[src/rtl/tap_period_counter.sv]
// Measures the interval between successive debounced taps in time-pulse ticks,
// rejecting short (bounce) intervals and timing out when no second tap arrives.
module tap_period_counter #(
  parameter int unsigned COUNT_WIDTH = 16,
  parameter int unsigned MAX_COUNT   = 65535,
  parameter int unsigned MIN_COUNT   = 4
) (
  input  logic                   clk_i,
  input  logic                   rst_i,
  input  logic                   tp_i,
  input  logic                   btn_i,
  output logic [COUNT_WIDTH-1:0] per_o,
  output logic                   per_valid_o,
  output logic                   timeout_o,
  output logic                   counting_o
);

  localparam logic [0:0] S_IDLE  = 1'b0;
  localparam logic [0:0] S_COUNT = 1'b1;

  localparam logic [COUNT_WIDTH-1:0] MAX_C = COUNT_WIDTH'(MAX_COUNT);
  localparam logic [COUNT_WIDTH-1:0] MIN_C = COUNT_WIDTH'(MIN_COUNT);

  logic [0:0]             state_q, state_d;
  logic [COUNT_WIDTH-1:0] cnt_q, cnt_d;
  logic [COUNT_WIDTH-1:0] per_q, per_d;
  logic                   valid_q, valid_d;
  logic                   timeout_q, timeout_d;
  logic                   counting_q, counting_d;

  // State and output registers; reset is synchronous and active-low.
  always_ff @(posedge clk_i) begin
    if (!rst_i) begin
      state_q    <= S_IDLE;
      cnt_q      <= '0;
      per_q      <= '0;
      valid_q    <= 1'b0;
      timeout_q  <= 1'b0;
      counting_q <= 1'b0;
    end else begin
      state_q    <= state_d;
      cnt_q      <= cnt_d;
      per_q      <= per_d;
      valid_q    <= valid_d;
      timeout_q  <= timeout_d;
      counting_q <= counting_d;
    end
  end

  // Next-state logic: a valid tap takes priority over a same-cycle timeout tick.
  always_comb begin
    state_d   = state_q;
    cnt_d     = cnt_q;
    per_d     = per_q;
    valid_d   = 1'b0;
    timeout_d = 1'b0;
    case (state_q)
      S_IDLE: begin
        cnt_d = '0;
        if (btn_i) state_d = S_COUNT;
      end
      S_COUNT: begin
        if (btn_i && (cnt_q >= MIN_C)) begin
          per_d   = cnt_q;
          valid_d = 1'b1;
          // A coincident tick is the first tick of the new period.
          cnt_d   = {{(COUNT_WIDTH-1){1'b0}}, tp_i};
        end else if (tp_i && (cnt_q == MAX_C)) begin
          timeout_d = 1'b1;
          state_d   = S_IDLE;
          cnt_d     = '0;
        end else if (tp_i) begin
          cnt_d = cnt_q + COUNT_WIDTH'(1);
        end
      end
      default: state_d = S_IDLE;
    endcase
    counting_d = (state_d == S_COUNT);
  end

  assign per_o       = per_q;
  assign per_valid_o = valid_q;
  assign timeout_o   = timeout_q;
  assign counting_o  = counting_q;

endmodule

[config.mk]
export PLATFORM = sky130hd
export DESIGN_NAME = tap_period_counter
export DESIGN_NICKNAME = d
export VERILOG_FILES = /design/src/rtl/tap_period_counter.sv
export SDC_FILE = /design/constraint.sdc
export NUM_CORES = 1
export LEC_CHECK = 0
export CAP_MARGIN = 5
export CORE_UTILIZATION = 50
export DETAILED_ROUTE_END_ITERATION = 8
export GPL_ROUTABILITY_DRIVEN = 0
export MAX_ROUTING_LAYER = met4
export PLACE_DENSITY = 0.72
export SLEW_MARGIN = 25
export SYNTH_ARGS = -nofsm -noshare
export SYNTH_HDL_FRONTEND = slang
export SYNTH_SLANG_ARGS = --single-unit
[constraint.sdc]
create_clock -name clk_i -period 4.1 [get_ports clk_i]
set_input_delay 0.615 -clock clk_i [delete_from_list [all_inputs] [get_ports clk_i]]
set_output_delay 0.615 -clock clk_i [all_outputs]
set_load 0.05 [all_outputs]
==> metrics.csv, run 1 <==
stage,metric,value,unit
run_status,outcome,completed,
floorplanning,fp.dieH,58.6,um
layout,antennaDiodeCount,0,
placed_design,dp_cells,248,
floorplanning,fp-row-count,20,
power,p_leak,0.652,nW
synth,synth_top_family_by_area,simple AND/OR/NAND/NOR gates,
synth,yosysTopAreaCellShare,0.437,
synth,synth_mux_area_frac,0.00625,
synth,async_reset_ff_frac,0,
synth,yosysWarnings,0,
setup_path,setup.worst_path.start_class,input pin,
global_routing,grt_max_degree,21,
synth,synth_area_leaders,"dfxtp_1 44%, nand2_1 9.4%, a21boi_1 8.0%",
drt,wl,3.43,mm
placed_design,place_ws,1290,ps
clock_network,clock-root-buffer,clkbuf_4,
global_routing,grt_usage,0.231,
synth,synth.avg_cell_area,8.30,um^2
clock_network,post_cts_buffers,0,
setup_path,worstPathRequired,4350,ps
global_routing,antenna_found_initial,0,
sta,maxSlewHeadroom,0.599,
layout,drive_gt1_frac,0.0664,
layout,nFillCells,301,
layout,multi_input_area,831,um^2
synth,synthTopCellsByCount,"40 x nand2_1, 35 x dfxtp_1, 17 x a21boi_1",
clock_network,cts_resized,0,
clock_network,clock_path_buffers,2,
floorplanning,die_x,58.6,um
layout,area_growth,17.9,%
layout,fin_nets,217,
sta,slew_violations,0,
placed_design,dp_hpwl,2.46,mm
clock_network,clk-insertion-delay-late,340,ps
sta,holdWs,457,ps
worst_hold_path,worstHoldStart,per_o[2],
drt,detail-route-antenna-nets,0,
setup_path,crit_slowest_cell,or4_1,
floorplanning,die_area,3440,um^2
drt,drtPass1Iterations,4,
sta,fmax,0.404,GHz
setup_path,timing.rr.start,cnt_q[1],
synth,syn_inst,193,
drt,via_per_inst,5.62,
sta,layout_setup_ws,1620,ps
clock_network,holdBufCountCts,0,
sta,worstMarginPinSlew,600,ps
clock_network,path_clk_slew,110,ps
global_routing,gr-total-overflow,0,
power,ir_drop,0.137,mV
synth,synthXorXnorAreaFrac,0.0219,
synth,ys_seq_elements,35,
setup_path,worstPathCellList,"clkdlybuf4s50_1, nand4_2, or4_1, o31ai_1, a211oi_1, a41o_1",
setup_path,cp-end-kind,flop,
placed_design,numPortBuffers,22,
sta,setup_viol,0,
job,cap_violations,0,
clock_network,htree_levels,2,
synth,synthDistinctLibCells,39,
drt,wl_per_cell,13.4,um
synth,synth_adder_area_share,0.0156,
sta,period_minus_slack,2480,ps
global_routing,first_global_vias,1248,
drt,drc_errors,0,
floorplanning,pin_count,23,
setup_path,arrival,2730,ps
synth,synth-seq-area-share,0.437,
clock_network,cts_made_buffers,5,
sta,fin_setup_tns,0,ps
synth,synth_most_common_cell,nand2_1,
floorplanning,fp.coreArea,3050,um^2
drt,drt_iter0_drc,69,
synth,synth_compound_area_frac,0.205,
drt,num_vias,1434,
sta,finalClockSkew,5.86,ps
synth,yosys.area.top_type,dfxtp_1,
synth,syn_nets,199,
sta,rsz0062_at_grt,false,
synth,yosys.area_share.simple,0.269,
synth,synth_edf_count,0,
setup_path,crit_fanout,12,
setup_path,path_class,in2reg,
clock_network,cts_tree,built,
synth,syn_area,1600,um^2
worst_hold_path,hp-class,reg2reg,
layout,final_cells,255,
synth,synthFlopType,dfxtp_1,
power,totalPowerFinal,0.566,mW
global_routing,grt_pass1_wl,5.78,mm
sta,timing.final.crit_share,0.604,
floorplanning,start_util,0.525,
power,power.density,300,nW/um^2
layout,seq_area,701,um^2
clock_network,clkSinkCount,35,
setup_path,startpoint,tp_i,
setup_path,critical-path-max-stage-delay,720,ps
sta,hold_viol_final,0,
metal layers:
metal	global-route usage	wire length (um)	vias up
li1	-	-	709
met1	0.292	1560	669
met2	0.358	1630	45
met3	0.0593	169	11
met4	0.0816	72	0
met5	-	0	-
worst max-delay path: cells and delay by family:
family / cells / cell delay, ps
AND/OR/NAND/NOR: 2 / 950
buffers and inverters: 1 / 690
AO/OA/AOI/OAI: 3 / 460
per-stage QoR:
step | utilization | instance area (um^2)
after floorplan | - | 1600
after global placement | 0.600 | 1830
after detailed placement | 0.600 | 1830
after CTS | 0.619 | 1890
after global routing | 0.619 | 1890
final | 0.619 | 1890
report_power, final:
part	switching [mW]	internal, mW
Clock	0.117	0.0794
Sequential	0.00237	0.341
Combinational	0.0151	0.0113
cells in the final DEF (no fill, tap or decap), types with 2 or more instances in the layout:
cell type        netlist  final
inv_1                  5      5
o31ai_1                2      2
a22o_1                 3      3
nor3_1                 4      4
nand2_1               40     40
ha_1                   2      2
a41oi_1                2      2
a21boi_1              17     17
nand2b_1               4      4
dfxtp_1               35     35
a21oi_1                8      8
o21ai_1                4      4
clkbuf_4               0      5
nor2_1                13     13
or4_1                  3      3
o21ai_0                2      2
nor4_1                 3      3
clkdlybuf4s50_1        0     22
and3_1                 2      2
xor2_1                 3      3
nand4_1                4      4
a21o_1                 3      3
nand4_2                2      2
or3_1                  2      2
nand3_1                4      4
worst paths after layout:
kind | to | slack (ps) | depth (start not counted)
max | cnt_q[13] | 1620 | 6
min | per_o[2] | 460 | 2
max reg2reg | cnt_q[13] | 1900 | 6
min reg2reg | per_o[2] | 460 | 2
cells by family (layout without fill, tap and decap cells):
kind of cell,after synthesis,count (layout)
DFF,35,35
and+or+nand+nor,88,88
AOI/OAI and AO/OA,46,46
muxes,1,1
adders and majority gates,2,2
buffers and inverters,17,35
xor gates and xnor gates,4,4
final cells by class:
class | count | share of cell area
Clock inverter | 1 | 0.00265
Multi-Input combinational cell | 141 | 0.440
Tap cell | 44 | 0.0291
Clock buffer | 6 | 0.0272
Timing Repair Buffer | 23 | 0.121
Inverter | 5 | 0.00993
Sequential cell | 35 | 0.371
state kept, by name (all words and copies together), names as in the netlist:
name	cells
per_valid_o	1
timeout_o	1
counting_o	1
per_o	16
cnt_q	16
No activity file was read; power rests on OpenSTA's default activity.
==> run 2: changes to the inputs <==
Clock period 4.1 ns to 2.3 ns, I/O delays scaled along.
==> run 2 against run 1 <==
Effect of this change: largest power group unchanged; critical path type is now reg2reg; register-to-register slack lost 1700 ps; cell area grew 1.7%; cell count grew 2.4%; non-clock buffer count grew 5; first-iteration DRC count shrank 22%; highest routed layer unchanged.
==> metrics.csv, run 2 (synthesis results as in run 1) <==
stage,metric,value,unit,change
drt,num_vias,1426,,-0.56%
setup_path,critical-path-max-stage-delay,650,ps,-70 ps
sta,slew_violations,0,,unchanged
clock_network,clock_path_buffers,2,,unchanged
drt,drc_errors,0,,unchanged
floorplanning,fp-row-count,20,,unchanged
worst_hold_path,whs_path_depth,2,,unchanged
floorplanning,fp.dieH,58.6,um,unchanged
floorplanning,pin_count,23,,unchanged
power,ir_drop,0.342,mV,+150%
clock_network,clk-insertion-delay-late,340,ps,about the same
sta,hold_viol_final,0,,unchanged
clock_network,path_clk_slew,110,ps,about the same
power,p_leak,0.672,nW,+3.0%
layout,layout_commonest_cell,nand2_1,,
setup_path,worstPathRequired,2540,ps,-1810 ps
placed_design,place_area,1870,um^2,+2.0%
setup_path,ff2ff_setup_slack,210,ps,-1690 ps
global_routing,grt_max_degree,19,,-9.5%
floorplanning,die_area,3440,um^2,unchanged
global_routing,first_global_vias,1296,,+3.8%
global_routing,gr-total-overflow,0,,unchanged
run_status,outcome,completed,,
floorplanning,die_x,58.6,um,unchanged
floorplanning,start_util,0.525,,unchanged
layout,antennaDiodeCount,0,,unchanged
clock_network,clkSinkCount,35,,unchanged
setup_path,setup.worst_path.start_class,flop,,
sta,holdWs,460,ps,+3.11 ps
layout,drive_gt1_frac,0.0829,,+0.0166
clock_network,cts_tree,built,,
global_routing,antenna_found_initial,0,,unchanged
sta,finalClockSkew,11.0,ps,+5.13 ps
sta,timing.final.crit_share,0.910,,
drt,detail-route-antenna-nets,0,,unchanged
setup_path,path_class,reg2reg,,
placed_design,place_ws,85.7,ps,-1200 ps
drt,drtPass1Iterations,4,,unchanged
sta,period_minus_slack,2090,ps,
sta,worstMarginPinSlew,536,ps,-63.6 ps
setup_path,rr_worst_depth,6,,unchanged
setup_path,cp-end-kind,flop,,
setup_path,r2r_end,cnt_q[13],,
layout,layout_common_cells,"40 x nand2_1, 35 x dfxtp_1, 22 x clkdlybuf4s50_1",,
clock_network,cts_made_buffers,5,,unchanged
layout,fin_nets,222,,+2.3%
power,totalPowerFinal,0.987,mW,+74%
worst_hold_path,hold_end,per_o[8],,
sta,layout_setup_ws,206,ps,-1420 ps
drt,via_per_inst,5.46,,-2.8%
layout,design_area,1920,um^2,+1.7%
sta,setup_viol,0,,unchanged
placed_design,numPortBuffers,22,,unchanged
sta,fin_setup_tns,0,ps,unchanged
drt,wl,3.42,mm,about the same
clock_network,cts_resized,0,,unchanged
setup_path,crit_fanout,7,,-5
clock_network,post_cts_buffers,0,,unchanged
clock_network,clock-root-buffer,clkbuf_4,,
job,cap_violations,0,,unchanged
drt,drt_iter0_drc,54,,-22%
placed_design,dp_hpwl,2.53,mm,+2.9%
sta,fmax,0.478,GHz,
layout,nFillCells,278,,-7.6%
sta,maxSlewHeadroom,0.640,,+0.0409
floorplanning,fp.coreArea,3050,um^2,unchanged
drt,wl_per_cell,13.1,um,-2.4%
clock_network,htree_levels,2,,unchanged
power,power.density,514,nW/um^2,+71%
setup_path,crit_slowest_cell,or4_1,,
worst_hold_path,worstHoldStart,per_o[8],,
worst_hold_path,hp-class,reg2reg,,
setup_path,worstPathCellList,"ha_1, nand4_2, or4_1, o31ai_1, a211oi_1, a41o_1",,
clock_network,holdBufCountCts,0,,unchanged
setup_path,arrival,2330,ps,-400 ps
global_routing,grt_usage,0.231,,+0.000591
setup_path,timing.rr.start,cnt_q[1],,
global_routing,grt_pass1_wl,5.80,mm,+0.24%
layout,area_growth,19.8,%,
sta,rsz0062_at_grt,false,,
==> run 2: changes by cell type in the layout (fill, tap and decap cells not counted), sizes merged <==
cell / delta
clkbuf: +1
buf: +5
==> run 2: through the flow <==
step,std cells,utilization
floorplan,193,-
global placement,253,0.613
detailed placement,253,0.613
CTS,261,0.629
global route,261,0.629
finish,261,0.629
==> run 2: cell type report <==
| cell class | instances | area, um^2 | share of cell area |
|---|---|---|---|
| Tap cell | 44 | 55.1 | 0.0287 |
| Timing Repair Buffer | 28 | 265 | 0.138 |
| Inverter | 5 | 18.8 | 0.00977 |
| Sequential cell | 35 | 701 | 0.365 |
| Clock buffer | 7 | 45.0 | 0.0235 |
| Clock inverter | 1 | 5.00 | 0.00261 |
| Multi-Input combinational cell | 141 | 831 | 0.433 |
==> run 2: where the power goes <==
part	total [mW]	switching [mW]	leakage [nW]	internal, mW
combinational	0.0496	0.0274	0.360	0.0222
sequential	0.612	0.00434	0.282	0.608
clock	0.325	0.206	0.0293	0.119
total	0.987	0.237	0.672	0.749
==> run 2: how the worst max path moves through the flow <==
stage,start,endpoint,slack [ps],depth (start not counted)
6_report,cnt_q[1],cnt_q[13],210,6
3_3_place_gp,tp_i,cnt_q[13],130,6
5_1_grt,cnt_q[1],cnt_q[0],100,6
3_5_place_dp,tp_i,cnt_q[13],90,6
4_1_cts,cnt_q[1],cnt_q[13],230,6
2_1_floorplan,cnt_q[1],cnt_q[13],390,7
==> run 2: worst max-delay path: cells and delay by family, from the launching register on <==
family / cells / cell delay, ps
AO/OA/AOI/OAI: 3 / 440
flip-flops: 1 / 460
AND/OR/NAND/NOR: 2 / 830
adder cells (fa/ha/maj): 1 / 250
==> run 2: routing by layer <==
metal  share of wire  GRT usage  wire length (um)
met1            0.45      0.277              1550
met2            0.48      0.374              1660
met3           0.048     0.0593               165
met4           0.014     0.0884                47
met5               0          -                 0
==> run 3: changes to the inputs <==
Settings changed: ABC_CLOCK_PERIOD_IN_PS from default to 2300, CORE_ASPECT_RATIO from default to 0.75, GPL_TIMING_DRIVEN from default to 0.
==> run 3 against run 2 <==
Effect of this change: via count rose by 1.8%; cell area grew 4.4%; hold slack lost 7.5 ps; sequential power about the same; setup slack worse by 68 ps; clock skew shrank 3.0 ps; critical path depth increased by 1; flip-flop and latch count unchanged; non-clock buffer count rose by 5; global-route usage rose by 1.7 points; utilization grew 3.9 points; largest power group is now the clock network.
==> metrics.csv, run 3 (synthesis results as in run 1) <==
stage,metric,value,unit,change
placed_design,dp_hpwl,2.68,mm,+5.7%
setup_path,cp-end-kind,flop,,
global_routing,antenna_found_initial,0,,unchanged
clock_network,post_cts_buffers,0,,unchanged
run_status,outcome,completed,,
placed_design,dp_cells,253,,unchanged
setup_path,rr_worst_depth,7,,+1
floorplanning,die_x,67.4,um,+15%
drt,num_vias,1451,,+1.8%
drt,wl_met1,1.73,mm,+12%
sta,finalClockSkew,8.03,ps,-2.96 ps
worst_hold_path,hp-class,reg2reg,,
drt,wl_per_cell,14.4,um,+9.4%
global_routing,grt_pass1_wl,5.98,mm,+3.1%
floorplanning,start_util,0.534,,+0.00942
drt,detail-route-antenna-nets,0,,unchanged
sta,rsz0062_at_grt,false,,
clock_network,clkSinkCount,35,,unchanged
drt,wl_met2,1.68,mm,+0.96%
sta,fmax,0.463,GHz,-3.1%
drt,drtPass1Iterations,5,,+1
layout,nFillCells,242,,-13%
layout,antennaDiodeCount,0,,unchanged
setup_path,crit_fanout,8,,+1
floorplanning,die_area,3440,um^2,about the same
global_routing,grt_usage,0.248,,+0.0170
setup_path,worstPathRequired,2480,ps,-60 ps
layout,layout_commonest_cell,nand2_1,,
floorplanning,pin_count,23,,unchanged
setup_path,timing.rr.start,cnt_q[0],,
layout,final_cells,260,,-0.38%
setup_path,worstPathCellList,"ha_1, nand4_2, or4_1, buf_2, o31ai_1, a211oi_1, a41o_1",,
setup_path,setup.worst_path.start_class,flop,,
sta,period_minus_slack,2160,ps,+67.7 ps
floorplanning,fp-row-count,17,,-15%
clock_network,cts_tree,built,,
sta,setup_viol,0,,unchanged
drt,drt_iter0_drc,127,,+140%
clock_network,cts_made_buffers,5,,unchanged
setup_path,path_class,reg2reg,,
setup_path,r2r_end,cnt_q[13],,
layout,fin_nets,227,,+2.3%
power,combinationalPowerShare,0.038,,-0.012
floorplanning,fp.coreArea,3000,um^2,-1.8%
setup_path,ff2ff_setup_slack,140,ps,-70 ps
layout,layout_common_cells,"40 x nand2_1, 34 x dfxtp_1, 22 x clkdlybuf4s50_1",,
power,clock_power_share,0.501,,+0.172
worst_hold_path,worstHoldStart,per_o[2],,
clock_network,htree_levels,2,,unchanged
setup_path,critical-path-max-stage-delay,550,ps,-100 ps
clock_network,holdBufCountCts,0,,unchanged
clock_network,clk-insertion-delay-late,290,ps,-50 ps
worst_hold_path,whs_path_depth,2,,unchanged
clock_network,clock-root-buffer,clkbuf_8,,
power,netSwitchingPower,0.267,mW,+12%
power,p_seq_frac,0.461,,-0.160
drt,via_per_inst,5.58,,+2.1%
sta,worstMarginPinSlew,592,ps,+55.2 ps
layout,area_growth,25.1,%,
global_routing,first_global_vias,1308,,+0.93%
layout,drive_gt1_frac,0.0946,,+0.0116
power,p_int,1.06,mW,+42%
power,power.density,663,nW/um^2,+29%
setup_path,arrival,2350,ps,+20 ps
global_routing,grt_max_degree,13,,-6
setup_path,crit_slowest_cell,or4_1,,
placed_design,numPortBuffers,22,,unchanged
sta,maxSlewHeadroom,0.603,,-0.0371
drt,drc_errors,0,,unchanged
drt,route.met3.wl,267,um,+62%
drt,wl,3.73,mm,+9.0%
sta,hold_viol_final,0,,unchanged
power,p_leak,0.710,nW,+5.7%
power,ir_drop,0.685,mV,+100%
sta,timing.final.crit_share,0.940,,+0.0295
job,cap_violations,0,,unchanged
clock_network,clock_path_buffers,2,,unchanged
layout,finish.utilization,0.668,,+0.0392
floorplanning,fp.dieH,51.0,um,-13%
sta,slew_violations,0,,unchanged
power,swShare,0.201,,-0.0399
drt,top_layer,met4,,
clock_network,path_clk_slew,70,ps,-40 ps
worst_hold_path,hold_end,per_o[2],,
global_routing,gr-total-overflow,0,,unchanged
## run 3: worst max path at each step
stage | slack (ps) | start | to | depth (start not counted)
4_1_cts | 140 | cnt_q[1] | cnt_q[13] | 7
3_5_place_dp | -20 | tp_i | cnt_q[13] | 7
2_1_floorplan | 390 | cnt_q[1] | cnt_q[13] | 7
5_1_grt | 10 | cnt_q[9] | per_o[1] | 8
3_3_place_gp | 1 | tp_i | cnt_q[13] | 7
6_report | 140 | cnt_q[0] | cnt_q[13] | 7
## run 3: final cells by class
class	instances	area [um^2]	area share
Buffer	11	48.8	0.0243
Tap cell	38	47.5	0.0237
Inverter	5	18.8	0.00936
Sequential cell	35	702	0.350
Timing Repair Buffer	22	220	0.110
Clock buffer	5	68.8	0.0343
Multi-Input combinational cell	141	831	0.414
Clock inverter	3	67.6	0.0337
## run 3: repair_timing
| action | 4_1_cts | 5_1_grt |
|---|---|---|
| resized for setup | 0 | 1 |
| endpoints found under the hold margin | 0 | 0 |
| setup endpoints to repair | 0 | 8 |
## run 3: stage by stage
step / setup WS, ps / power (mW) / TNS, ps / hold WS (ps) / instance area [um^2]
finish: 138 / 1.33 / 0 / 452 / 2000
global route: 11.6 / 1.36 / 0 / 470 / 2000
CTS: 142 / 1.33 / 0 / 455 / 2010
detailed placement: -23.3 / 0.676 / -23.3 / 445 / 1870
global placement: 1.43 / 0.674 / 0 / 441 / 1870
floorplan: 386 / 0.658 / 0 / 457 / 1600
## run 3: critical path: cells and delay by family, from the launching register on
kind,cells,cell delay [ps]
AND/OR/NAND/NOR,2,750
flip-flops,1,440
AO/OA/AOI/OAI,3,440
adder cells (fa/ha/maj),1,240
buffers and inverters,1,180
## run 3: per-layer routing
metal	track usage	vias to the layer above
met5	-	-
met4	0.117	0
met3	0.0625	12
met2	0.347	53
met1	0.333	653
li1	-	733
## run 3: power by group through the flow
stage,Combinational [mW],Clock (mW),Sequential (mW)
after global placement,0.0481,0,0.626
after floorplan,0.0279,0,0.630
after global routing,0.0550,0.696,0.613
after detailed placement,0.0495,0,0.626
final,0.0500,0.666,0.612
after CTS,0.0498,0.670,0.612
